$ cat src/rtl/hsdaoh_pkg.sv
// hsdaoh_pkg: shared encodings and constants for the FIFO test-pattern source.
// Revision 1.0
`default_nettype none

package hsdaoh_pkg;

  typedef enum logic [1:0] {
    MODE_COUNTER = 2'd0,
    MODE_LFSR    = 2'd1,
    MODE_CONST   = 2'd2,
    MODE_ALT     = 2'd3
  } mode_e;

  typedef enum logic [1:0] {
    ST_IDLE  = 2'd0,
    ST_RUN   = 2'd1,
    ST_STALL = 2'd2
  } state_e;

  // x^16 + x^14 + x^13 + x^11 + 1 -> taps on bits 15, 13, 12, 10
  localparam logic [15:0] LFSR_TAPS = 16'hB400;
  localparam logic [15:0] ALT_WORD0 = 16'h5555;
  localparam logic [15:0] ALT_WORD1 = 16'hAAAA;

  function automatic logic [15:0] lfsr_next(input logic [15:0] q);
    return {q[14:0], ^(q & LFSR_TAPS)};
  endfunction

endpackage

`default_nettype wire

$ cat src/rtl/hsdaoh_lfsr16.sv
// hsdaoh_lfsr16: 16-bit Fibonacci LFSR, shift left, feedback into bit 0.
// Revision 1.0
`default_nettype none

module hsdaoh_lfsr16
  import hsdaoh_pkg::*;
#(
  parameter logic [15:0] SEED = 16'hACE1
) (
  input  logic        clk,
  input  logic        rst,
  input  logic        load,
  input  logic        advance,
  output logic [15:0] q
);

  always_ff @(posedge clk or posedge rst) begin
    if (rst) begin
      q <= SEED;
    end else if (load) begin
      q <= SEED;
    end else if (advance) begin
      q <= lfsr_next(q);
    end
  end

endmodule

`default_nettype wire

$ cat src/rtl/fifo_test_source.sv
// fifo_test_source: free-running pattern generator feeding a FIFO, with drop accounting.
// Revision 1.0
`default_nettype none

module fifo_test_source
  import hsdaoh_pkg::*;
#(
  parameter int          DATA_WIDTH = 16,
  parameter logic [15:0] LFSR_SEED  = 16'hACE1
) (
  input  logic                  clk_data,
  input  logic                  rst,
  input  logic                  enable,
  input  logic [1:0]            mode,
  input  logic [DATA_WIDTH-1:0] const_word,
  input  logic                  fifo_full,
  output logic [DATA_WIDTH-1:0] fifo_wdata,
  output logic                  fifo_wr_en,
  output logic [15:0]           drop_count,
  output logic                  overflow,
  output logic                  busy
);

  state_e                state;
  state_e                state_next;
  logic                  active;
  logic                  start;
  logic [15:0]           counter;
  logic                  phase;
  logic [15:0]           lfsr_q;
  logic [DATA_WIDTH-1:0] word;

  assign active = (state != ST_IDLE);
  assign start  = (state == ST_IDLE) && enable;
  assign busy   = active;

  always_ff @(posedge clk_data or posedge rst) begin
    if (rst) begin
      state <= ST_IDLE;
    end else begin
      state <= state_next;
    end
  end

  always_comb begin
    state_next = state;
    case (state)
      ST_IDLE:  if (enable) state_next = ST_RUN;
      ST_RUN:   if (!enable) state_next = ST_IDLE;
                else if (fifo_full) state_next = ST_STALL;
      ST_STALL: if (!enable) state_next = ST_IDLE;
                else if (!fifo_full) state_next = ST_RUN;
      default:  state_next = ST_IDLE;
    endcase
  end

  // All generators run every active cycle so a mode switch never needs a reload.
  always_ff @(posedge clk_data or posedge rst) begin
    if (rst) begin
      counter <= 16'h0000;
      phase   <= 1'b0;
    end else if (start) begin
      counter <= 16'h0000;
      phase   <= 1'b0;
    end else if (active) begin
      counter <= counter + 16'd1;
      phase   <= ~phase;
    end
  end

  hsdaoh_lfsr16 #(
    .SEED(LFSR_SEED)
  ) u_lfsr (
    .clk     (clk_data),
    .rst     (rst),
    .load    (start),
    .advance (active),
    .q       (lfsr_q)
  );

  always_comb begin
    word = DATA_WIDTH'(counter);
    case (mode_e'(mode))
      MODE_COUNTER: word = DATA_WIDTH'(counter);
      MODE_LFSR:    word = DATA_WIDTH'(lfsr_q);
      MODE_CONST:   word = const_word;
      default:      word = DATA_WIDTH'(phase ? ALT_WORD1 : ALT_WORD0);
    endcase
  end

  always_ff @(posedge clk_data or posedge rst) begin
    if (rst) begin
      fifo_wr_en <= 1'b0;
      fifo_wdata <= '0;
      drop_count <= 16'h0000;
      overflow   <= 1'b0;
    end else begin
      fifo_wr_en <= 1'b0;
      if (active) begin
        if (fifo_full) begin
          overflow <= 1'b1;
          if (drop_count != 16'hFFFF) begin
            drop_count <= drop_count + 16'd1;
          end
        end else begin
          fifo_wr_en <= 1'b1;
          fifo_wdata <= word;
        end
      end
    end
  end

endmodule

`default_nettype wire

$ cat config.mk
export PLATFORM = sky130hd
export DESIGN_NAME = fifo_test_source
export DESIGN_NICKNAME = d
export VERILOG_FILES = /design/src/rtl/hsdaoh_pkg.sv /design/src/rtl/hsdaoh_lfsr16.sv /design/src/rtl/fifo_test_source.sv
export SDC_FILE = /design/constraint.sdc
export NUM_CORES = 1
export LEC_CHECK = 0
export BUFFER_PORTS_ARGS = -buffer_cell sky130_fd_sc_hd__buf_2
export CAP_MARGIN = 20
export CORE_ASPECT_RATIO = 2
export CORE_MARGIN = 1.5
export CORE_UTILIZATION = 35
export CTS_BUF_LIST = sky130_fd_sc_hd__clkbuf_16
export DETAILED_ROUTE_END_ITERATION = 7
export PLACE_DENSITY = 0.61
export SYNTH_ARGS = -nofsm -noshare
export SYNTH_HDL_FRONTEND = slang
export SYNTH_SLANG_ARGS = --single-unit
$ cat constraint.sdc
create_clock -name clk_data -period 2.55 [get_ports clk_data]
set_clock_uncertainty 0.15 [all_clocks]
set_input_delay 0.1275 -clock clk_data [delete_from_list [all_inputs] [get_ports clk_data]]
set_output_delay 0.1275 -clock clk_data [all_outputs]
set_load 0.005 [all_outputs]
# == Yosys cells after proc, flatten, opt, wreduce, memory -nomap -nowiden ==
# Index checks and enable logic that the tools add are counted.
# totals
reg_bits,69
in_bits,22
output_inout_bits,35
wordCells,46
# classes
add_sub_neg,2
eq_ne,8
muxes,16
bitwise_logic,2
n_reduce_logical,10
# ops
cell,count
$mux 16,5
$pmux 16 s3,1
$add 16x1->16 const B,2
$ne 16x16->1 const B,1
$reduce_xor 16->1,1
$mux 2,5
$ne 3x3->1 const B,2
$pmux 2 s3,1
$reduce_and 3->1,2
$eq 2x1->1 const B,2
$eq 2x2->1 const B,2
$logic_not 2->1,2
$mux 1,4
$reduce_and 2->1,2
$reduce_bool 2->1,2
$ne 2x2->1 const B,1
$not 1->1,2
$logic_and 1x1->1,1

# == Depth between registers and ports, before layout ==
# logic_depth
word_depth,3
depth_mapped,7
mapped_depth_nobuf,6

# == Cells and area by module ==
# From an unflattened synthesis, not the netlist that was laid out.
# unflattened
cells_unflattened,322
area_unflattened_um2,3347.0
# modules_own_cells
mod,n_inst,cells_per_inst,area_per_inst_um2,seq_area_each_um2
fifo_test_source,1,266,2653.8,1326.3
hsdaoh_lfsr16,1,56,693.2,410.4

# == Worst setup path before layout ==
# Ideal clock, no wire load.
# synth_timing
path_kind,reg-to-reg
from,register drop_count[0]
to,register drop_count[1]
setup_time_ns,0.125
arrival_time_ns,1.652
t_required_ns,2.275
path_slack_ns,0.623
path_stages_with_launch,5
n_path_buf,0
synth_period_minus_slack_ns,1.927
cell_sequence,dfrtp_1 -> ha_1 -> nand4_4 -> o41ai_4 -> mux2_4
# synth_between
elab_chain_len,2
elab_cells_between_ends,3
cone_classes,add/sub (1); eq/ne (1); reduce/logical (1)
# synth_rtl
item,line_no,text
start: declaration,fifo_test_source.sv:19,"output logic [15:0] drop_count,"
start signal: assignment,fifo_test_source.sv:103,drop_count <= drop_count + 16'd1;
"parallel branches: the longest is 2 deep, another holds $add 16x1->16",-,
# Several ways; the timed one is not identified.
# A chain may end at the register's enable or synchronous reset.

# == Worst setup path after layout ==
# Ends and elaborated chain as after synthesis.

==> impl_results.md <==
- Switching share of power: 29.15%
- Ys Warns: 0
- CTS max path bufs: 2
- Mux cell area share after synthesis: about 8.0%
- Critical Path AT: about 2.2 ns
- Final antenna-violating net count: 0
- CTS tree: yes
- Synth Area in Compound Gates: 13.43%
- Hold depth: 2
- DP Worst Slack: around 0.4 ns
- Via Count: 2815
- Clk pin slew, worst setup/hold paths: approximately 0.060 ns
- Synth area leader: dfrtp_1
- Synth Area in Simple Gates: 19.75%
- DR pass1 iterations: 5
- I/O pin total: 57
- Adder-cell share of the synthesized area: 0.7479%
- Final #Nets: between 400 and 500
- Pins Over Slew Limit: 0
- Max Cap Viol: 0
- Met2 Routed Length: roughly 5000 um
- DIE HEIGHT: 141.3 um
- Total gr overflow: 0
- Clock share of power: a little over a third
- Diode count: 0
- Gr usage total: ~18%
- Routability cong.: approximately 0.94
- Synth Net Count: approximately 360
- Register area share after synthesis: 51.91%
- Worst Max-Slew Pin Slew: roughly 0.66 ns
- Vias in the first global route: about 2800
- Crit Path Class: flop to flop
- Max Fclk: 465.2 MHz
- 1st-iter DRT viols: roughly 130
- Global-route wire length before repair: between 10000 and 15000 um
- Cell count after synthesis: around 340
- Number of synthesized flops with an enable pin: 0
- Non-Filler Instances: 524
- Port Buffers: 56
- Met3 routed WL: 244 um
- Final WS setup: roughly 0.4 ns
- Area Growth Syn to Fin: 26.10%
- FF+latch count, synth: between 60 and 70
- Post-DP HPWL: 6371 um
- Seq pwr share: 45.5%
- Most numerous cell in the Yosys netlist: nand2_1
- Worst Path Required: 2.62 ns
- Die X: 72.14 um
- R2R Path Start: drop_count[0]$_DFFE_PP0P_
- CTS HTree Levels: 3
- Clock root buffer: clkbuf_16
- Worst Hold Class: input pin to flop
- Placed insts: 490
- Via/cell ratio: roughly 5.4
- Crit end category: flop
- Switching pwr: 959.5 uW
- Full die area: a little over 0.01 mm^2
- Core area: 0.009321 mm^2
- Power Dens Cells: approximately 780 mW/mm^2
- Number of buffers added for setup after CTS: 0
- Hold Violations, Final: 0
- XOR/XNOR share of the synthesized area: under 10%
- Power Internal: roughly 2300 uW
- Share of layout cells above drive strength 1: between 20% and 30%
- Post-Syn Area: around 0.0033 mm^2
- Setup slack, reg-to-reg: roughly 0.40 ns
- Relative slew slack: approximately 56%
- Row count: 50
- RSZ-0062 raised after global routing: no
- Final Cycle Share: between 80% and 90%
- Pwr Total: ~3300 uW
- Lkg Pwr: 0.002002 uW
- Critical path launch point type: flop
- Yosys top cell area share: a little under half
- Met1 Wirelength: 3164 um
- Drc violations: 0
- Pin count of the biggest net entering global routing: 57
- Synth cell types: a little over 40
- Peak VDD IR: 0.3546 mV
- Post-synth top cells: nand2_1, dfrtp_1, o21ai_0, mux2_2, o22ai_1
- Synth top area cells: dfrtp_1, nand2_1, dfstp_2
- Hold Startpoint: enable
- Crit-path max FO: 9
- Outcome: complete, no violations
- Comb power frac: between 10% and 20%
- Largest family of logic cells by synthesized area: simple AND/OR/NAND/NOR gates
- Max Used Layer: met4
- Reg2reg path depth: 4
- CTS Sinks: 69
- Minimum clock period: approximately 2.1 ns
- Overall routed net length: a little under 9000 um
- Drt wl/cell: approximately 17 um
- Setup violators final: 0
- FFs w/ async S/R, synth: between 90% and 100%
- CTS Buf Count: 9
- Hold EP: state[0]$_DFFE_PP0P_
- Synth Flop Type: dfrtp_1
- Worst reg2reg path endpoint: drop_count[1]$_DFFE_PP0P_
- TNS Setup: 0 ns
- Initial antenna violation count: 0
- Clk_lat worst skew: 0.33 ns
- Initial Utilization: 35.89%
- Syn Area/Cell: 9.899 um^2
-- worst max-delay path, cell delays in order, from the launching register on --
cell and delay [ns]:
dfrtp_1 0.42, ha_1 0.26, nand4_4 0.20, o41ai_4 0.65, mux2_4 0.35
-- stage by stage --
stage               hold slack (ns)  util [%]  cell area (um^2)
floorplan                    0.1373         -              3346
global placement           -0.05020     40.32              3759
detailed placement         -0.04175     40.32              3759
CTS                         0.05187     45.26              4219
global route                0.06873     45.26              4219
finish                      0.06002     45.26              4219
-- layer usage --
| layer | vias to the layer above | GRT usage, % |
|---|---|---|
| li1 | 1359 | - |
| met1 | 1375 | 17.33 |
| met2 | 67 | 34.55 |
| met3 | 14 | 3.338 |
| met4 | 0 | 8.242 |
| met5 | - | 0 |
-- sequential cells by signal (all words and copies together), names as in the netlist --
register,count
phase,1
state,2
u_lfsr.q,16
drop_count,16
fifo_wdata,16
fifo_wr_en,1
overflow,1
counter,16
-- power by group through the flow --
stage                     logic (uW)  clock network (uW)  registers (uW)
after floorplan                  353                   0            1480
after global placement           583                   0            1500
after detailed placement         598                   0            1510
after CTS                        622                1190            1500
after global routing             684                1240            1520
final                            614                1180            1500
-- logic make-up after synthesis --
logic type / after synthesis
xor+xnor: 14
buf+inv: 22
simple gates: 134
mux: 24
fa+ha+maj: 2
flops: 69
compound gates: 73
-- worst max-delay path by stage --
stage | slack, ns | end | cells past startpoint | start
3_5_place_dp | 0.40 | drop_count[1]$_DFFE_PP0P_ | 4 | drop_count[0]$_DFFE_PP0P_
5_1_grt | 0.32 | drop_count[10]$_DFFE_PP0P_ | 5 | drop_count[0]$_DFFE_PP0P_
3_3_place_gp | 0.46 | drop_count[1]$_DFFE_PP0P_ | 4 | drop_count[0]$_DFFE_PP0P_
2_1_floorplan | 0.55 | counter[0]$_DFFE_PP0P_ | 1 | rst
6_report | 0.40 | drop_count[1]$_DFFE_PP0P_ | 4 | drop_count[0]$_DFFE_PP0P_
4_1_cts | 0.39 | drop_count[1]$_DFFE_PP0P_ | 4 | drop_count[0]$_DFFE_PP0P_
-- layout make-up --
cell class              count  area [um^2]
fillers                   900         5102
inverters                   8        30.03
clock inverters             7        55.05
clock buffers               9        225.2
multi-input cells         247         1524
flip-flops and latches     69         1737
repair buffers             80        518.0
well taps                 104        130.1
-- placed cells by master (no fill, tap or decap), types with 9 or more instances in the layout --
cell | synthesis | layout
clkbuf_16 | 0 | 9
mux2_2 | 17 | 17
nand3_1 | 11 | 11
o21ai_0 | 35 | 35
buf_2 | 2 | 56
inv_1 | 8 | 11
dlygate4sd3_1 | 0 | 18
dfrtp_1 | 61 | 61
nor2_1 | 12 | 12
nand2_1 | 70 | 70
o22ai_1 | 16 | 16
nand3b_1 | 10 | 10
-- what timing repair did --
item | in CTS | in global routing
hold buffers | 18 | 0
endpoints found under the hold margin | 79 | 0
resized for setup | 0 | 0
(Power assumes the default switching activity.)
